===== src/rtl/serial_pkg.sv =====
// Shared types and constants for the serial result-dump path.
// Number width matches the serial_number_encoder.
package serial_pkg;

  localparam int NUMBER_BITS  = 37;
  localparam int NUMBER_BYTES = 5;

  typedef enum logic [2:0] {
    IDLE,
    FETCH,
    LATCH,
    SEND_RE,
    WAIT_RE,
    SEND_IM,
    WAIT_IM
  } sched_state_t;

endpackage


===== src/rtl/amplitude_stream_scheduler.sv =====
// Walks the result memory and feeds real/imag parts to the
// serial number encoder, one number per ready/available handshake.
module amplitude_stream_scheduler #(
  parameter int NUMBER_BITS = serial_pkg::NUMBER_BITS,
  parameter int ADDR_BITS   = 3
) (
  input  logic                          clk,
  input  logic                          reset,
  input  logic                          start,
  output logic                          busy,
  output logic                          done,
  output logic [ADDR_BITS-1:0]          mem_addr,
  input  logic signed [NUMBER_BITS-1:0] mem_real,
  input  logic signed [NUMBER_BITS-1:0] mem_imag,
  output logic signed [NUMBER_BITS-1:0] enc_num,
  output logic                          enc_ready,
  input  logic                          enc_available
);

  import serial_pkg::*;

  localparam logic [ADDR_BITS-1:0] ADDR_LAST = '1;
  localparam logic [ADDR_BITS-1:0] ADDR_ONE  = ADDR_BITS'(1);

  sched_state_t state;
  sched_state_t state_d;

  logic signed [NUMBER_BITS-1:0] re_q;
  logic signed [NUMBER_BITS-1:0] im_q;
  logic signed [NUMBER_BITS-1:0] re_d;
  logic signed [NUMBER_BITS-1:0] im_d;
  logic signed [NUMBER_BITS-1:0] num_d;
  logic [ADDR_BITS-1:0]          addr_d;
  logic                          busy_d;
  logic                          done_d;
  logic                          ready_d;
  logic                          is_im;
  logic                          accept;

  // start is ignored in the done cycle: the dump is still closing
  assign accept = start && !done;
  assign is_im  = (state == SEND_IM) || (state == WAIT_IM);

  always_ff @(posedge clk) begin
    if (reset) state <= IDLE;
    else       state <= state_d;
  end

  always_comb begin
    state_d = state;
    unique case (state)
      IDLE:    if (accept) state_d = FETCH;
      FETCH:   state_d = LATCH;
      LATCH:   state_d = SEND_RE;
      SEND_RE,
      SEND_IM: begin
        if (!enc_available)
          state_d = is_im ? WAIT_IM : WAIT_RE;
      end
      WAIT_RE: if (enc_available) state_d = SEND_IM;
      WAIT_IM: begin
        if (enc_available)
          state_d = (mem_addr == ADDR_LAST) ? IDLE : FETCH;
      end
      default: state_d = IDLE;
    endcase
  end

  always_comb begin
    addr_d  = mem_addr;
    busy_d  = busy;
    done_d  = 1'b0;
    ready_d = enc_ready;
    num_d   = enc_num;
    re_d    = re_q;
    im_d    = im_q;
    unique case (state)
      IDLE: begin
        if (accept) begin
          addr_d = '0;
          busy_d = 1'b1;
        end
      end
      FETCH: ;
      LATCH: begin
        re_d    = mem_real;
        im_d    = mem_imag;
        num_d   = re_d;
        ready_d = 1'b1;
      end
      // only a sampled low counts as acceptance
      SEND_RE,
      SEND_IM: if (!enc_available) ready_d = 1'b0;
      WAIT_RE: begin
        if (enc_available) begin
          num_d   = im_q;
          ready_d = 1'b1;
        end
      end
      WAIT_IM: begin
        if (enc_available) begin
          if (mem_addr == ADDR_LAST) begin
            done_d = 1'b1;
            busy_d = 1'b0;
            addr_d = '0;
          end else begin
            addr_d = mem_addr + ADDR_ONE;
          end
        end
      end
      default: ;
    endcase
  end

  always_ff @(posedge clk) begin
    if (reset) begin
      mem_addr  <= '0;
      busy      <= 1'b0;
      done      <= 1'b0;
      enc_ready <= 1'b0;
      enc_num   <= '0;
      re_q      <= '0;
      im_q      <= '0;
    end else begin
      mem_addr  <= addr_d;
      busy      <= busy_d;
      done      <= done_d;
      enc_ready <= ready_d;
      enc_num   <= num_d;
      re_q      <= re_d;
      im_q      <= im_d;
    end
  end

endmodule


===== config.mk =====
export PLATFORM = sky130hd
export DESIGN_NAME = amplitude_stream_scheduler
export DESIGN_NICKNAME = d
export VERILOG_FILES = /design/src/rtl/serial_pkg.sv /design/src/rtl/amplitude_stream_scheduler.sv
export SDC_FILE = /design/constraint.sdc
export NUM_CORES = 1
export LEC_CHECK = 0
export ABC_AREA = 0
export CAP_MARGIN = 25
export CORE_MARGIN = 1
export CORE_UTILIZATION = 35
export CTS_CLUSTER_SIZE = 8
export DETAILED_ROUTE_END_ITERATION = 10
export DONT_BUFFER_PORTS = 1
export PLACE_DENSITY = 0.55
export RECOVER_POWER = 100
export SLEW_MARGIN = 5
export SYNTH_ARGS = -nofsm -noshare
export SYNTH_HDL_FRONTEND = slang
export SYNTH_SLANG_ARGS = --single-unit

===== constraint.sdc =====
create_clock -name clk -period 1.4 [get_ports clk]
set_clock_uncertainty 0.05 [all_clocks]
set_input_delay 0.35 -clock clk [delete_from_list [all_inputs] [get_ports clk]]
set_output_delay 0.35 -clock clk [all_outputs]
set_load 0.02 [all_outputs]

### Word-level counts from Yosys, hierarchy flattened

Cells that the tools add are included.

| word-level totals | value |
|---|---|
| bits of input ports | 78 |
| output and inout port bits | 43 |
| logic and storage cells | 57 |
| register bits after elaboration | 83 |

| cells by class | value |
|---|---|
| bitwise gates (word level) | 2 |
| eq/ne operators | 12 |
| mux-type cells | 21 |
| reduce and logical (&&, ||, !) cells | 14 |
| add/sub/neg operators | 1 |

Operators with widths:

| operator | count |
|---|---|
| 37-bit one-hot mux with 2 select lines | 1 |
| 37-bit 2-to-1 mux | 1 |
| 3-bit 2-to-1 mux | 7 |
| 3-bit one-hot mux with 6 select lines | 1 |
| 3-bit equality test, second input constant | 4 |
| 2-bit inequality test, second input constant | 4 |
| 4-bit AND reduction | 2 |
| 1-bit 2-to-1 mux | 7 |
| 3-bit by 2-bit equality test with 1-bit output, second input constant | 2 |
| 3-bit one-hot mux with 2 select lines | 1 |
| 3-bit AND reduction | 2 |
| 2-bit nonzero test | 2 |
| 3-bit by 1-bit adder with 3-bit output, second input constant | 1 |
| 3-bit by 1-bit equality test with 1-bit output, second input constant | 1 |
| 3-bit zero test | 1 |
| 1-bit one-hot mux with 3 select lines | 1 |
| 3-bit nonzero test | 1 |
| 3-bit OR reduction | 1 |
| 2-bit 2-to-1 mux | 1 |
| 2-bit by 1-bit inequality test with 1-bit output, second input constant | 1 |
| 1-bit inverter | 2 |
| 1-bit one-hot mux with 2 select lines | 1 |
| 2-bit AND reduction | 1 |
| 2-bit OR reduction | 1 |
| 3 further kinds | 3 |

### Logic depth before layout (Yosys ltp)

Gate-level depths: netlist (run 1).

| logic depth | value |
|---|---|
| depth in word-level cells | 5 |
| gate-level depth with buffers | 6 |
| gate-level depth less buffers | 5 |

### Worst setup path after synthesis (run 1)

No wires, ideal clock.

| timing | value |
|---|---|
| kind | register -> register |
| start | register mem_addr[0] |
| end | register state[0] |
| slack | -0.091 ns |
| stages on the path, launching flop included | 6 |
| buffers on the path | 0 |
| arrival | 1.370 ns |
| setup time | 0.070 ns |
| clock period less this slack | 1.491 ns |
| required time | 1.280 ns |
| cells stage by stage | dfxtp_1 > ha_1 > ha_1 > a21bo_2 > a221o_1 > a21oi_1 |

| on the way | value |
|---|---|
| cells in the longest elaborated chain, start to end | 4 |

RTL lines:

| what | line | RTL |
|---|---|---|
| start: declaration | amplitude_stream_scheduler.sv:12 | `output logic [ADDR_BITS-1:0] mem_addr,` |
| start signal: assignment | amplitude_stream_scheduler.sv:125 | `mem_addr <= addr_d;` |
| 3-bit equality test | amplitude_stream_scheduler.sv:63 | `state_d = (mem_addr == ADDR_LAST) ? IDLE : FETCH;` |
| 1-bit 2-to-1 mux | amplitude_stream_scheduler.sv:63 |  |
| 3-bit 2-to-1 mux | amplitude_stream_scheduler.sv:62 | `if (enc_available)` |
| 3-bit one-hot mux with 6 select lines | amplitude_stream_scheduler.sv:51 | `unique case (state)` |
| end signal: assignment | amplitude_stream_scheduler.sv:46 | `else state <= state_d;` |
| end: declaration | amplitude_stream_scheduler.sv:25 | `sched_state_t state;` |

Every way passes these cells. The select of a mux whose other input is x is not followed.
A chain may end at the register's enable or synchronous reset.

### Final worst setup path (run 1)

| timing | value |
|---|---|
| start | register state[1] |
| end | register mem_addr[2] |

| on the way | value |
|---|---|
| cells in the longest elaborated chain, start to end | 3 |
| elaborated cells on any way between the ends | 7 |
| those cells by class | 3 x eq/ne; 1 x mux; 3 x reduce/logical |

RTL lines:

| what | line | RTL |
|---|---|---|
| 3-bit equality test or 3-bit zero test (tied branches) | amplitude_stream_scheduler.sv:77 | `unique case (state)` |
| 2-bit inequality test (no source line) or 2-bit nonzero test (tied branches) | n/a |  |
| 3-bit AND reduction (no source line) | n/a |  |

Parallel ways exist; a longest one is shown, timed or not.

==> flow_summary.ini, run 1 <==
[final_layout]
finish.utilization_pct = 43.6
syn2layout_area_growth_pct = 20.1
finalNonFillerCells = 537
nets = 479
stdcell_area_um2 = 4280
diodes = 0
drive_gt1_share_pct = 24.5

[critical_path]
cp_cell_sequence = clkbuf_2, and3_4, or3b_2, a21oi_1
cp_top_family = simple AND/OR/NAND/NOR gates
critPathArrivalTime_ns = 1.65
cp_slowest_cell = or3b_2
end_kind = register
crit_required_ns = 1.63
reg2reg_depth = 4
worstSetupStartpointType = register
max_stage_delay_ns = 0.43
cp.depth = 4
crit_path_max_fanout = 8
crit_type = register to register
path_buf_inv = 1

[placed_design]
dp_hpwl_um = 5770
dp_cells = 512
io_buffers = 0
place_congestion = 0.772
placedInstanceArea_um2 = 3810

[yosys]
synth_edf_count = 0
syn_area_um2 = 3570
synth_fp_nets = 472
yosys.area.top_type_share_pct = 46.6
ys_seq_area_share_pct = 46.6
synth_ff_type = dfxtp_1
synth_most_common_cell = dfxtp_1
ys_warn_count = 0
ys_ff_latch = 83
synthTopCellsByCount = dfxtp_1 (83), nand2_1 (75), a21oi_1 (40), inv_1 (40), o22ai_1 (37)
postSynth.asyncResetShare_pct = 0
postSynthCellCount = 392
synth_cell_types = 36
synth_area_leaders = dfxtp_1 (47%), a221oi_2 (13%), nand2_1 (7.9%)
syn_area_per_cell_um2 = 9.10
yosysTopAreaCell = dfxtp_1

[timing]
relSlewSlack_pct = 80.4
finalSetupViolations = 4
setup_ws_ns = -0.0176
period_needed_ns = 1.42
tns_ns = -0.0512
hold_violations = 0
tightest_slew_ns = 0.294
finalCritPeriodShare_pct = 101
final_max_slew_viol_count = 0
fmax_mhz = 705
rsz0062_at_grt = true

[global_routing]
grt_pass1_wl_um = 13600
grt_util_met2_pct = 28.1
antenna_found_initial = 0
grt_pass1_vias = 2640
use_met1_pct = 20.9
gr-usage-met3_pct = 5.49
busiest_layer = met2
grt_max_degree = 80
grt_usage_pct = 17.0
grt-ovfl-total = 0

[route]
wl_per_cell_um = 17.3
wl_um = 9310
route.detailed.drc = 0
drt-initial-drc-count = 57
firstDrtPassIters = 4
avgViaCountPerCell = 5.30
postRouteAntennaNets = 0
num_vias = 2847

[status]
status = finished with violations
violations = negative setup slack

[floorplan]
die_w_um = 103
core_um2 = 9820
io_pins = 121
chipHeight_um = 103
initial_core_util_pct = 36.3
die_area_um2 = 10600
rows = 36

[pwr]
power.leakage_nw = 1.47
power.density_nw_per_um2 = 1290
vdd_ir_drop_max_uv = 573

[hold_path]
hold_depth = 1
hp-class = primary input to register

[run]
maxCapViolations = 0

[clock_network]
cts_made_buffers = 9
clkSlewWorstSetupHoldPaths_ns = 0.09
h-tree-depth = 3
worstSkewPairLatency_ns = 0.35
hold_buffers = 4
root_buffer = clkbuf_8
clockBufferDepth = 2
cts.sink_count = 83
cts_tree = done
==> metrics by stage <==
stage / power [mW] / hold slack, ns / setup slack (ns)
after floorplan: 3.49 / 0.387 / 0.00131
final: 5.52 / 0.0139 / -0.0176
after detailed placement: 3.67 / 0.378 / -0.125
after CTS: 5.52 / 0.000773 / -0.0138
after global placement: 3.65 / 0.380 / -0.0466
after global routing: 5.79 / -0.0163 / -0.0712
==> cell families after synthesis <==
kind of cell	after synthesis	synth area share, %
compound gates	128	29.1
buf+inv	78	10.1
mux	2	0.561
fa+ha+maj	2	0.702
xor+xnor	1	0.246
simple gates	98	12.7
flops	83	46.6
==> cells in the final DEF, fill, tap and decap left out, drive strengths merged, types with 3 or more instances in the layout <==
cell type	synthesis	layout
nor2	3	3
inv	40	42
o21ai	6	6
nand2	75	75
nand2b	4	4
a31oi	3	3
buf	24	22
clkbuf	14	18
a221oi	37	37
a21oi	40	40
dfxtp	83	83
o22ai	37	37
dlygate4sd3	0	4
==> per-layer routing <==
metal	up-vias	routed length (um)
li1	1407	-
met1	1339	4010
met2	94	4470
met3	7	752
met4	0	82
met5	-	0
==> state kept, by name (all words and copies together), names as in the netlist <==
signal     cells
busy           1
done           1
enc_num       37
enc_ready      1
im_q          37
mem_addr       3
state          3
==> where the power goes <==
part	switching, mW	internal (mW)
Combinational	0.477	0.443
Clock	0.927	0.848
Sequential	0.274	2.55
Total	1.68	3.84
==> path summary, 6_finish.rpt <==
path            start          end  slack [ns]
max          state[1]  mem_addr[2]       -0.02
min             reset    enc_ready        0.01
max reg2reg  state[1]  mem_addr[2]       -0.02
min reg2reg  im_q[28]     im_q[28]        0.40
==> cell type report <==
cell class,count,area (um2)
clock buffers,10,128
clock inverters,6,73.8
fillers,1010,5540
inverters,40,150
multi-input cells,231,1670
flip-flops and latches,83,1680
well taps,133,166
repair buffers,34,417
==> what timing repair did <==
| item | in CTS | in global routing |
|---|---|---|
| setup buffers | 0 | 1 |
| hold endpoints to repair | 3 | 27 |
| gates resized for setup | 23 | 5 |
| pin swaps | 6 | 41 |
| setup endpoints to repair | 41 | 40 |
| gates cloned | 1 | 3 |
Power figures use the tool's default switching activity.
==> inputs of run 2 (changes only) <==
--- a/config.mk
+++ b/config.mk
@@ -8,12 +8,12 @@
 export ABC_AREA = 0
 export CAP_MARGIN = 25
 export CORE_MARGIN = 1
-export CORE_UTILIZATION = 35
+export CORE_UTILIZATION = 45
 export CTS_CLUSTER_SIZE = 8
 export DETAILED_ROUTE_END_ITERATION = 10
 export DONT_BUFFER_PORTS = 1
-export PLACE_DENSITY = 0.55
-export RECOVER_POWER = 100
+export PLACE_DENSITY = 0.66
+export RECOVER_POWER = 25
 export SLEW_MARGIN = 5
 export SYNTH_ARGS = -nofsm -noshare
 export SYNTH_HDL_FRONTEND = slang
==> run 2 against run 1 <==
- the run still ends with negative setup slack left
- critical path depth did not move
- global-route usage rose by 2.6 points
- hold slack got worse by 0.00058 ns
- core utilization rose by 9.9 points
- register-to-register slack barely moved
- routed wire length fell by 9.7%
- first-iteration DRC count rose by 75%
- flip-flop and latch count did not move
- design area fell by 3.9%
- combinational power fell by 7.9%
- clock-buffer cell count did not move
- cell count fell by 6.5%
- critical endpoint is now enc_num[2]
==> flow_summary.ini, run 2 (synthesized netlist as in run 1, its figures left out) <==
[route]
wl_um = 8410
num_vias = 2853
avgViaCountPerCell = 5.68
postRouteAntennaNets = 0
route.detailed.drc = 0
drt-initial-drc-count = 100
firstDrtPassIters = 4
wl_per_cell_um = 16.8

[critical_path]
crit_type = register to register
critPathArrivalTime_ns = 1.62
end_kind = register
reg2reg_depth = 4
crit_path_max_fanout = 24
r2r_slack_ns = -0.02
worstSetupStartpointType = register
reg2reg_to = enc_num[2]
timing.rr.start = state[1]
crit_required_ns = 1.60

[final_layout]
reg_top3 = enc_num x37, im_q x37
mostFrequentLayoutCell = dfxtp_1
syn2layout_area_growth_pct = 15.3
finish.utilization_pct = 53.5
multi_input_comb_area_um2 = 1620
diodes = 0
drive_gt1_share_pct = 23.3
nets = 475
final_cell_mix = dfxtp_1 (78), nand2_1 (75), a21oi_1 (40)
n_fill_cell = 721
regArea_um2 = 1670
finalNonFillerCells = 502

[timing]
hold_violations = 0
period_needed_ns = 1.42
finalSetupViolations = 4
final_max_slew_viol_count = 0
rsz0062_at_grt = true
finalCritPeriodShare_pct = 101
fmax_mhz = 704
setup_ws_ns = -0.0202
tightest_slew_ns = 0.276
tns_ns = -0.0357
relSlewSlack_pct = 81.3

[global_routing]
grt_max_degree = 85
grt_usage_pct = 19.6
grt_pass1_wl_um = 12900
grt-ovfl-total = 0
antenna_found_initial = 0
grt_pass1_vias = 2650

[placed_design]
place_ws_ns = -0.0321
dp_hpwl_um = 5210
io_buffers = 0
dp_cells = 480
place_congestion = 0.751

[pwr]
p_switching_mw = 1.64
power.leakage_nw = 1.43
power.density_nw_per_um2 = 1330
vdd_ir_drop_max_uv = 758
p_total_mw = 5.48
seq_power_share_pct = 51.5
share_comb_of_total_power_pct = 15.5
swShare_pct = 29.9
pwr-share-clk_pct = 33.0
p_int_mw = 3.84

[status]
violations = negative setup slack
status = finished with violations

[run]
maxCapViolations = 0

[floorplan]
die_w_um = 91.0
die_area_um2 = 8280
rows = 32
io_pins = 121
initial_core_util_pct = 46.4
core_um2 = 7690
chipHeight_um = 91.0

[clock_network]
h-tree-depth = 3
clockBufferDepth = 2
cts.sink_count = 83
worstSkewPairLatency_ns = 0.34
cts_made_buffers = 9
cts_tree = done
clkSlewWorstSetupHoldPaths_ns = 0.09
root_buffer = clkbuf_8

[hold_path]
min_from = reset
hold_depth = 1
worstHoldEndpoint = busy
hp-class = primary input to register
[run 2: changes by cell type in the layout (fill, tap and decap cells not counted), sizes merged]
cell,previous run,this run
clkbuf,18,11
dlygate4sd3,4,0
clkinv,1,2
clkinvlp,2,1
buf,22,29
[run 2: repair_timing]
action	4_1_cts	5_1_grt
buffers inserted	0	4
resized for setup	9	17
endpoints found under the hold margin	19	31
endpoints found under the setup margin	45	72
pin swaps	0	6
gates cloned	0	2
[run 2: power by group through the flow]
stage               registers [mW]  clock network [mW]  logic (mW)
finish                        2.83                1.81       0.847
global route                  2.85                1.97       0.925
CTS                           2.83                1.87       0.767
detailed placement            2.88                   0       0.756
global placement              2.88                   0       0.734
floorplan                     2.84                   0       0.649
[run 2: worst max-delay path by stage]
stage / from / end / slack (ns)
detailed placement: state[2] / enc_num[25] / -0.03
global route: state[1] / enc_num[16] / -0.05
floorplan: mem_addr[0] / state[0] / 0.001
finish: state[1] / enc_num[2] / -0.02
CTS: mem_addr[0] / state[0] / 0.01
global placement: state[1] / im_q[23] / 0.003
[run 2: layout make-up]
type,count,share of cell area (%)
inverters,40,3.65
clock inverters,6,1.76
multi-input cells,231,39.4
clock buffers,10,3.35
well taps,102,3.10
repair buffers,30,8.06
flip-flops and latches,83,40.7
[run 2: through the flow]
step / hold WS, ns / instance area, um2
after CTS: -0.00697 / 3980
after global placement: 0.380 / 3730
after detailed placement: 0.381 / 3730
after global routing: -0.0200 / 4110
final: 0.0134 / 4110
after floorplan: 0.387 / 3580
[run 2: critical path: stages, from the launching register on]
cell and delay, ns:
dfxtp_4 0.37, nand3b_4 0.17, a21o_4 0.25, buf_12 0.17
a221oi_1 0.29
[run 2: per-layer routing]
metal,global-route usage [%],up-vias,routed length (um)
li1,-,1397,-
met1,23.6,1342,3680
met2,32.9,102,4000
met3,7.20,12,635
met4,5.42,0,94
met5,0,-,0
